===== src/rtl/hdlc_pkg.sv =====
// Shared constants for the HDLC transmit framer: FSM state codes, flag
// pattern, bit-stuffing threshold and per-frame counter width.
package hdlc_pkg;

   localparam int         CNT_W      = 13;
   localparam int         ONES_LIMIT = 5;
   localparam logic [7:0] FLAG_BYTE  = 8'h7E;

   localparam logic [2:0] ST_IDLE  = 3'd0;
   localparam logic [2:0] ST_OPEN  = 3'd1;
   localparam logic [2:0] ST_DATA  = 3'd2;
   localparam logic [2:0] ST_STUFF = 3'd3;
   localparam logic [2:0] ST_CLOSE = 3'd4;

endpackage


===== src/rtl/hdlc_out_reg.sv =====
// One-deep registered output slot. A new bit is taken whenever the slot is
// empty or its current bit is being consumed; otherwise everything holds.
module hdlc_out_reg (
   input  logic clk,
   input  logic rst_n,
   input  logic clr,
   input  logic load,
   input  logic d_bit,
   input  logic d_stuff,
   input  logic d_flag,
   input  logic out_ready,
   output logic out_bit,
   output logic out_valid,
   output logic out_stuff,
   output logic out_flag,
   output logic slot_free
);

   assign slot_free = ~out_valid | out_ready;

   always_ff @(posedge clk or negedge rst_n) begin
      if (!rst_n) begin
         out_valid <= 1'b0;
         out_bit   <= 1'b0;
         out_stuff <= 1'b0;
         out_flag  <= 1'b0;
      end else if (clr) begin
         out_valid <= 1'b0;
         out_bit   <= 1'b0;
         out_stuff <= 1'b0;
         out_flag  <= 1'b0;
      end else if (slot_free) begin
         // an idle free slot drops valid and parks the sideband at 0
         out_valid <= load;
         out_bit   <= load & d_bit;
         out_stuff <= load & d_stuff;
         out_flag  <= load & d_flag;
      end
   end

endmodule


===== src/rtl/hdlc_bit_stuffer.sv =====
// HDLC transmit framer: wraps each payload frame in flag bytes and inserts
// a 0 after every run of ONES_LIMIT payload 1s, with per-frame statistics.
module hdlc_bit_stuffer
   import hdlc_pkg::*;
#(
   parameter int         ONES_LIMIT = hdlc_pkg::ONES_LIMIT,
   parameter logic [7:0] FLAG_BYTE  = hdlc_pkg::FLAG_BYTE,
   parameter int         CNT_W      = hdlc_pkg::CNT_W
) (
   input  logic             clk,
   input  logic             rst_n,
   input  logic             inr,
   input  logic             in_bit,
   input  logic             in_valid,
   input  logic             in_last,
   output logic             in_ready,
   output logic             out_bit,
   output logic             out_valid,
   input  logic             out_ready,
   output logic             out_stuff,
   output logic             out_flag,
   output logic             frame_done,
   output logic [CNT_W-1:0] stuff_cnt,
   output logic [CNT_W-1:0] bit_cnt
);

   localparam int             OW        = $clog2(ONES_LIMIT + 1);
   localparam logic [OW-1:0]  ONES_TRIG = OW'(ONES_LIMIT - 1);
   localparam logic [OW-1:0]  ONES_ONE  = 1;
   localparam logic [CNT_W-1:0] CNT_ONE = 1;

   logic [2:0]    state;
   logic [2:0]    flag_idx;
   logic [OW-1:0] ones_cnt;
   logic          pend_last;
   logic          slot_free;
   logic          emit, e_bit, e_stuff, e_flag;

   assign in_ready = (state == ST_DATA) & slot_free;

   always_comb begin
      emit    = 1'b0;
      e_bit   = 1'b0;
      e_stuff = 1'b0;
      e_flag  = 1'b0;
      case (state)
         ST_OPEN, ST_CLOSE: begin
            emit   = 1'b1;
            e_bit  = FLAG_BYTE[flag_idx];
            e_flag = 1'b1;
         end
         ST_DATA: begin
            emit  = in_valid;
            e_bit = in_bit;
         end
         ST_STUFF: begin
            emit    = 1'b1;
            e_stuff = 1'b1;
         end
         default: ;
      endcase
   end

   hdlc_out_reg u_out (
      .clk       (clk),
      .rst_n     (rst_n),
      .clr       (inr),
      .load      (emit),
      .d_bit     (e_bit),
      .d_stuff   (e_stuff),
      .d_flag    (e_flag),
      .out_ready (out_ready),
      .out_bit   (out_bit),
      .out_valid (out_valid),
      .out_stuff (out_stuff),
      .out_flag  (out_flag),
      .slot_free (slot_free)
   );

   always_ff @(posedge clk or negedge rst_n) begin
      if (!rst_n) begin
         state      <= ST_IDLE;
         flag_idx   <= '0;
         ones_cnt   <= '0;
         pend_last  <= 1'b0;
         frame_done <= 1'b0;
         bit_cnt    <= '0;
         stuff_cnt  <= '0;
      end else if (inr) begin
         state      <= ST_IDLE;
         flag_idx   <= '0;
         ones_cnt   <= '0;
         pend_last  <= 1'b0;
         frame_done <= 1'b0;
         bit_cnt    <= '0;
         stuff_cnt  <= '0;
      end else begin
         frame_done <= 1'b0;
         // everything advances only with the output slot, so a stall freezes the frame
         if (slot_free) begin
            case (state)
               ST_IDLE: if (in_valid) begin
                  state     <= ST_OPEN;
                  bit_cnt   <= '0;
                  stuff_cnt <= '0;
                  ones_cnt  <= '0;
               end
               ST_OPEN: begin
                  flag_idx <= flag_idx + 3'd1;
                  if (flag_idx == 3'd7) state <= ST_DATA;
               end
               ST_DATA: if (in_valid) begin
                  if (!(&bit_cnt)) bit_cnt <= bit_cnt + CNT_ONE;
                  if (in_bit && ones_cnt == ONES_TRIG) begin
                     ones_cnt  <= '0;
                     pend_last <= in_last;
                     state     <= ST_STUFF;
                  end else begin
                     ones_cnt <= in_bit ? ones_cnt + ONES_ONE : '0;
                     if (in_last) state <= ST_CLOSE;
                  end
               end
               ST_STUFF: begin
                  if (!(&stuff_cnt)) stuff_cnt <= stuff_cnt + CNT_ONE;
                  state     <= pend_last ? ST_CLOSE : ST_DATA;
                  pend_last <= 1'b0;
               end
               ST_CLOSE: begin
                  flag_idx <= flag_idx + 3'd1;
                  if (flag_idx == 3'd7) begin
                     frame_done <= 1'b1;
                     state      <= ST_IDLE;
                  end
               end
               default: state <= ST_IDLE;
            endcase
         end
      end
   end

endmodule


===== config.mk =====
export PLATFORM = sky130hd
export DESIGN_NAME = hdlc_bit_stuffer
export DESIGN_NICKNAME = d
export VERILOG_FILES = /design/src/rtl/hdlc_pkg.sv /design/src/rtl/hdlc_out_reg.sv /design/src/rtl/hdlc_bit_stuffer.sv
export SDC_FILE = /design/constraint.sdc
export NUM_CORES = 1
export LEC_CHECK = 0
export ABC_AREA = 0
export CAP_MARGIN = 20
export CORE_UTILIZATION = 40
export DETAILED_ROUTE_END_ITERATION = 10
export HOLD_SLACK_MARGIN = 0.06
export PLACE_DENSITY = 0.61
export SYNTH_ARGS = -nofsm -noshare
export SYNTH_HDL_FRONTEND = slang
export SYNTH_HIERARCHICAL = 1
export SYNTH_SLANG_ARGS = --single-unit

===== constraint.sdc =====
create_clock -name clk -period 2 [get_ports clk]
set_input_delay 0.4 -clock clk [delete_from_list [all_inputs] [get_ports clk]]
set_output_delay 0.4 -clock clk [all_outputs]
set_load 0.01 [all_outputs]

* After elaboration in Yosys (flattened, before gate mapping) *
Memories as Yosys holds them, arrays and structs flattened.
Index checks and enable logic that the tools add are counted.

word-level totals
  bits in read-only memories = 8
  bits in registers = 41
  memories = 1
  bits of input ports = 7

memory list
  name              words  bits a word  read ports  clocked after memory_dff  wr ports  line                    text
  (name not given)  8      1            1           0                         0         hdlc_bit_stuffer.sv:49  e_bit = FLAG_BYTE[flag_idx];

cells by class
  $lt $le $gt $ge = 1
  eq/ne operators = 14
  add/sub/neg operators = 4
  bitwise gates (word level) = 6
  mux-type cells = 52
  reduce and logical (&&, ||, !) cells = 17

operator list
  cell                                                                    number
  13-bit two-way mux                                                      8
  3-bit two-way mux                                                       18
  13-bit case mux with 2 select lines                                     2
  13-bit by 1-bit adder with 13-bit output (second input constant)        2
  13-bit AND reduction                                                    2
  1-bit two-way mux                                                       19
  3-bit != test (second input constant)                                   6
  3-bit case mux with 5 select lines                                      1
  4-bit AND reduction                                                     3
  3-bit equality test (second input constant)                             3
  3-bit nonzero test                                                      3
  3-bit by 1-bit adder with 3-bit output (second input constant)          2
  3-bit by 2-bit equality test with 1-bit output (second input constant)  2
  1-bit case mux with 2 select lines                                      3
  3-bit case mux with 2 select lines                                      1
  6-bit AND reduction                                                     1
  5-bit AND reduction                                                     1
  1-bit bitwise AND                                                       4
  3-bit by 4-bit < comparator with 1-bit output (second input constant)   1
  4-bit by 3-bit != test with 1-bit output (second input constant)        1
  2-bit nonzero test                                                      2
  3-bit by 1-bit equality test with 1-bit output (second input constant)  1
  3-bit logical NOT                                                       1
  3-bit by 2-bit != test with 1-bit output (second input constant)        1
  other kinds (6)                                                         6

* Logic depth before layout (Yosys ltp) *
  depth after elaboration = 7
  mapped depth = 8

* Hierarchy *
The synthesis kept the hierarchy.

by module, submodules not included
  module            cells an instance  area each (µm²)  seq. area each (µm²)  times used
  hdlc_bit_stuffer  256                2351.0           925.9                 1
  hdlc_out_reg      17                 166.4            100.1                 1

* Least setup slack after synthesis *
OpenSTA, ideal clock, no wires.

  kind = flip-flop to flip-flop
  start point = register flag_idx[0]
  end point = register state[2]
  arrival = 1818 ps
  period minus slack after synthesis = 1943 ps
  path buffers = 0
  slack = 57 ps
  stages on the path, launching flop included = 7
  cells stage by stage = dfrtp_1 > ha_1 > ha_1 > or4b_2 > o311ai_2 > o21ai_0 > o311a_1

between the ends
  word-level cells in the longest chain between the ends = 3

ends and longest elaborated chain
  what                                    line                                              text
  from (decl)                             hdlc_bit_stuffer.sv:33                            logic [2:0] flag_idx;
  from (signal assigned)                  hdlc_bit_stuffer.sv:109                           flag_idx <= flag_idx + 3'd1;
  from (signal assigned)                  hdlc_bit_stuffer.sv:129                           flag_idx <= flag_idx + 3'd1;
  3-bit equality test *                   hdlc_bit_stuffer.sv:110, hdlc_bit_stuffer.sv:130
  3-bit != test (no source line)          --
  6-bit AND reduction (no source line) *  --
  to (signal assigned)                    hdlc_bit_stuffer.sv:125                           state <= pend_last ? ST_CLOSE : ST_DATA;
  to (decl)                               hdlc_bit_stuffer.sv:32                            logic [2:0] state;

Every way passes the cells marked *; elsewhere a longest branch is shown, timed or not.
A chain may end at the register's enable or synchronous reset.

* Worst setup path after layout *
  start point = register state[2]
  end point = register bit_cnt[9]

between the ends
  word-level cells in the longest chain between the ends = 4

ends and longest elaborated chain
  what                                                                                        line                     text
  3-bit by 2-bit equality test with 1-bit output / 3-bit logical NOT (equally long branches)  hdlc_bit_stuffer.sv:101  case (state)
  13-bit case mux with 2 select lines                                                         hdlc_bit_stuffer.sv:101
  13-bit two-way mux                                                                          hdlc_bit_stuffer.sv:100  if (slot_free) begin
  13-bit two-way mux                                                                          hdlc_bit_stuffer.sv:89   end else if (inr) begin
  to (signal assigned)                                                                        hdlc_bit_stuffer.sv:113  if (!(&bit_cnt)) bit_cnt <= bit_cnt + CNT_ONE;
  to (decl)                                                                                   hdlc_bit_stuffer.sv:24   output logic [CNT_W-1:0] bit_cnt

Several ways; a longest one is shown, not always the timed one. The select of a mux whose other input is x is not followed.

==> reports/summary.txt <==
FLOORPLANNING
----------------------------------------------------------------------------------------
Core Rows                                                                             28
Initial core utilization                                                          42.02%
Placeable core region                                                           5991 µm²
Chip Height                                                                     81.33 µm
Full die area                                                                   6615 µm²
Horizontal die dimension                                                        81.33 µm
Num ports                                                                             39

SYNTH
----------------------------------------------------------------------------------------
Post-synthesis average cell area                                               9.221 µm²
Leading post-synthesis cells by cell area                                   sky130_fd_sc_hd__dfrtp_1, sky130_fd_sc_hd__ha_1, sky130_fd_sc_hd__nand2_1, sky130_fd_sc_hd__nor2_1, sky130_fd_sc_hd__nand3_1
Cell type contributing the most total cell area after synthesis             sky130_fd_sc_hd__dfrtp_1
Area share of the leading cell type in the synthesized netlist                    40.76%
Number of storage elements in the synthesis netlist                                   41
Most used flip-flop cell after synthesis                                    sky130_fd_sc_hd__dfrtp_1
Mapped Area                                                                     2517 µm²
Net count of the mapped netlist                                                      287
Cells after synthesis                                                                273
Synth top cells by count                                                    sky130_fd_sc_hd__dfrtp_1, sky130_fd_sc_hd__nand2_1, sky130_fd_sc_hd__nor2_1
Count of flip-flops with a built-in enable after synthesis                             0
Warnings, synthesis                                                                    6
Count leader, synth                                                         sky130_fd_sc_hd__dfrtp_1
Proportion of synthesized chip area in sequential cells                           40.76%
Share of synthesized flip-flops with an asynchronous set or reset                 100.0%
Number of different library cells in the post-synthesis netlist                       61

GLOBAL ROUTE
----------------------------------------------------------------------------------------
Pin count of the biggest net entering global routing                                  42
First-pass GRT wire length                                                     10,800 µm
Total congestion overflow                                                              0
Vias in the first global route                                                     2,307
Initial antenna violation count                                                        0
Total Routing Usage GR                                                            21.19%

CTS
----------------------------------------------------------------------------------------
Depth of the CTS H-tree                                                                2
Number of buffers added by the clock tree synthesis step                               5
Clock transition at the registers of the reported paths                          0.08 ns
Master cell of the clock root buffer                                        sky130_fd_sc_hd__clkbuf_8
Sink Count                                                                            41
Clock buffer depth                                                                     2
Worst skew pair latency                                                          0.30 ns
TritonCTS clock tree                                                               built

ROUTE
----------------------------------------------------------------------------------------
First drt pass iteration count                                                         4
Via count                                                                          2,399
Average wire length per cell after detail routing                               15.83 µm
Remaining antenna violation count after routing                                        0
Number of remaining DRC errors                                                         0
Violation count after the first detailed-route iteration                             141
Final Routed Wirelength                                                          6585 µm
Via density per instance                                                           5.767

CRITICAL PATH
----------------------------------------------------------------------------------------
Req. time, crit path                                                             2.19 ns
Setup slack on the worst flop-to-flop path                                       0.10 ns
Max incr delay on CP                                                             0.52 ns
Kind of start point of the critical path                                            flop
CP cell instances                                                           and4bb_2 -> o211ai_1 -> or3_1 -> a31o_2
Worst R2R Path Depth                                                                   4
Classification of the worst setup path                                      flop to flop
Launch instance of the worst register-to-register path                          state[2]
Endpoint type of the worst setup path                                               flop
Maximum fanout count along the critical path                                          12
Worst Path Arrival                                                               2.09 ns
Max stage delay cell, worst path                                            sky130_fd_sc_hd__dfrtp_1
Worst flop-to-flop path endpoint                                              bit_cnt[9]

POWER
----------------------------------------------------------------------------------------
Internal power of the cells                                                     1.655 mW
Worst-case vdd ir drop                                                         0.4056 mV
Share of total power in combinational logic                                        31.4%
Net switching component of the power                                           0.7844 mW
Clock power share                                                                  29.5%
Part of the total power dissipated in sequential elements                          39.1%
Lkg Pwr                                                                         1.431 nW
Power Dens Cells                                                            727.5 nW/µm²
Switching share of power                                                          32.15%
Total Power                                                                     2.440 mW

FINAL LAYOUT
----------------------------------------------------------------------------------------
Area Overhead vs Synth                                                            33.20%
Summed area of non-filler cells in the final layout                             3353 µm²
Diodes inserted                                                                        0
Count of non-filler cells in the finished layout                                     416
Net count, final                                                                     354
Fraction of layout cells with a size suffix above 1                               19.65%

STA
----------------------------------------------------------------------------------------
Total Neg Setup Slack                                                               0 ns
Max-slew violation count                                                               0
Slew headroom                                                                     63.70%
Number of hold violations in the final report                                          0
Setup Skew                                                                   0.005214 ns
Max Fclk                                                                      0.5276 GHz
Count of endpoints failing setup in the final report                                   0
Portion of the clock cycle consumed by the worst path in the final layout         94.77%
Worst-margin pin slew                                                          0.5445 ns
Setup repair after global routing missed its margin                                   no
Final critical path time including I/O delays and setup                         1.895 ns

PLACEMENT
----------------------------------------------------------------------------------------
Dpl hpwl                                                                         4641 µm
Number of placed instances with taps included                                        407
RePlAce Congestion                                                                0.8872
Port Buf Inserts                                                                      38
Post-Place Cell Area                                                            3188 µm²

RUN
----------------------------------------------------------------------------------------
Count of maximum capacitance violations                                                0

MIN PATH
----------------------------------------------------------------------------------------
Hold Path Class                                                             input pin to async pin

OUTCOME
----------------------------------------------------------------------------------------
Result of the run                                                              completed

[state kept, by name (all words and copies together) (netlist names)]
| signal | cells |
|---|---|
| ones_cnt | 3 |
| bit_cnt | 13 |
| pend_last | 1 |
| stuff_cnt | 13 |
| state | 3 |
| u_out/out_flag | 1 |
| flag_idx | 3 |
| u_out/out_stuff | 1 |
| frame_done | 1 |
| u_out/out_valid | 1 |
| u_out/out_bit | 1 |
[area by class of cell]
| class | instances | area [µm²] |
|---|---|---|
| tap | 75 | 93.84 |
| fill | 540 | 2638 |
| multi-input combinational | 201 | 1391 |
| sequential | 41 | 1027 |
| timing repair buffer | 75 | 660.6 |
| clock inverter | 2 | 37.54 |
| inverter | 16 | 60.06 |
| clock buffer | 6 | 82.58 |
[power groups by stage]
stage | logic (mW) | registers [mW] | clock network [mW]
after detailed placement | 0.736 | 0.967 | 0
after CTS | 0.752 | 0.950 | 0.736
after global placement | 0.730 | 0.965 | 0
after floorplan | 0.464 | 0.926 | 0
final | 0.766 | 0.953 | 0.720
after global routing | 0.840 | 0.966 | 0.769
[metrics by stage]
stage | hold WS, ns | worst slack (ns) | util [%]
2_1_floorplan | 0.1044 | 0.05659 | -
3_3_place_gp | 0.4785 | -0.2279 | 53.22
3_5_place_dp | 0.4864 | -0.2443 | 53.22
4_1_cts | 0.1836 | 0.008308 | 55.37
5_1_grt | 0.2096 | 0.01052 | 55.97
6_report | 0.1523 | 0.1046 | 55.97
[worst max-delay path, delay by kind of cell (launching register included)]
kind            cells  cell delay [ns]
simple gates        2             0.81
flops               1             0.52
compound gates      2             0.45
[repair_timing]
item / in CTS / in global routing
setup endpoints to repair: 2 / 7
hold buffers: 0 / 0
resized for setup: 3 / 9
pin swaps: 0 / 4
buffers inserted: 0 / 1
[cell families (layout without fill, tap and decap cells)]
logic type	after synthesis	in the layout	synth area share, %
adder cells (fa/ha/maj)	7	7	3.479
multiplexers	6	6	2.435
XOR/XNOR	2	2	0.6960
flip-flops	41	41	40.76
AO/OA/AOI/OAI	81	81	24.45
AND/OR/NAND/NOR	105	105	23.06
buffers and inverters	31	99	5.119
[routing by layer]
metal,wire (µm),share of wire [%],GRT usage [%],vias to the layer above
met5,0,0,0,-
met4,43,0.65,5.714,0
met3,258,3.9,4.270,5
met2,3157,48,34.08,51
met1,3125,47,28.73,1174
li1,-,-,-,1169
[worst max-delay path by stage]
stage,startpoint,end,slack (ns)
3_3_place_gp,inr,stuff_cnt[6],-0.23
4_1_cts,flag_idx[0],state[2],0.008
5_1_grt,state[2],bit_cnt[9],0.01
2_1_floorplan,flag_idx[0],state[2],0.06
3_5_place_dp,inr,bit_cnt[3],-0.24
6_report,state[2],bit_cnt[9],0.10
[placed cells by master (no fill, tap or decap), drive strengths merged, types with 3 or more instances in the layout]
master         synthesis  routed
dfrtp                 41      41
buf                    3      38
clkdlybuf4s50          0      34
nor2                  19      19
nand2                 19      19
inv                   16      16
nand3                 14      14
o21ai                 11      11
a21oi                 10      10
and3                   8       8
nand4                  8       8
o211ai                 8       8
o22a                   7       7
a211oi                 7       7
ha                     7       7
nor3                   6       6
clkbuf                12       6
mux2i                  5       5
o31ai                  5       5
or3                    4       4
a21bo                  4       4
nor4                   4       4
nor3b                  4       4
a211o                  4       4
o311ai                 4       4
or2                    3       3
a41oi                  3       3
(Power assumes the default switching activity.)
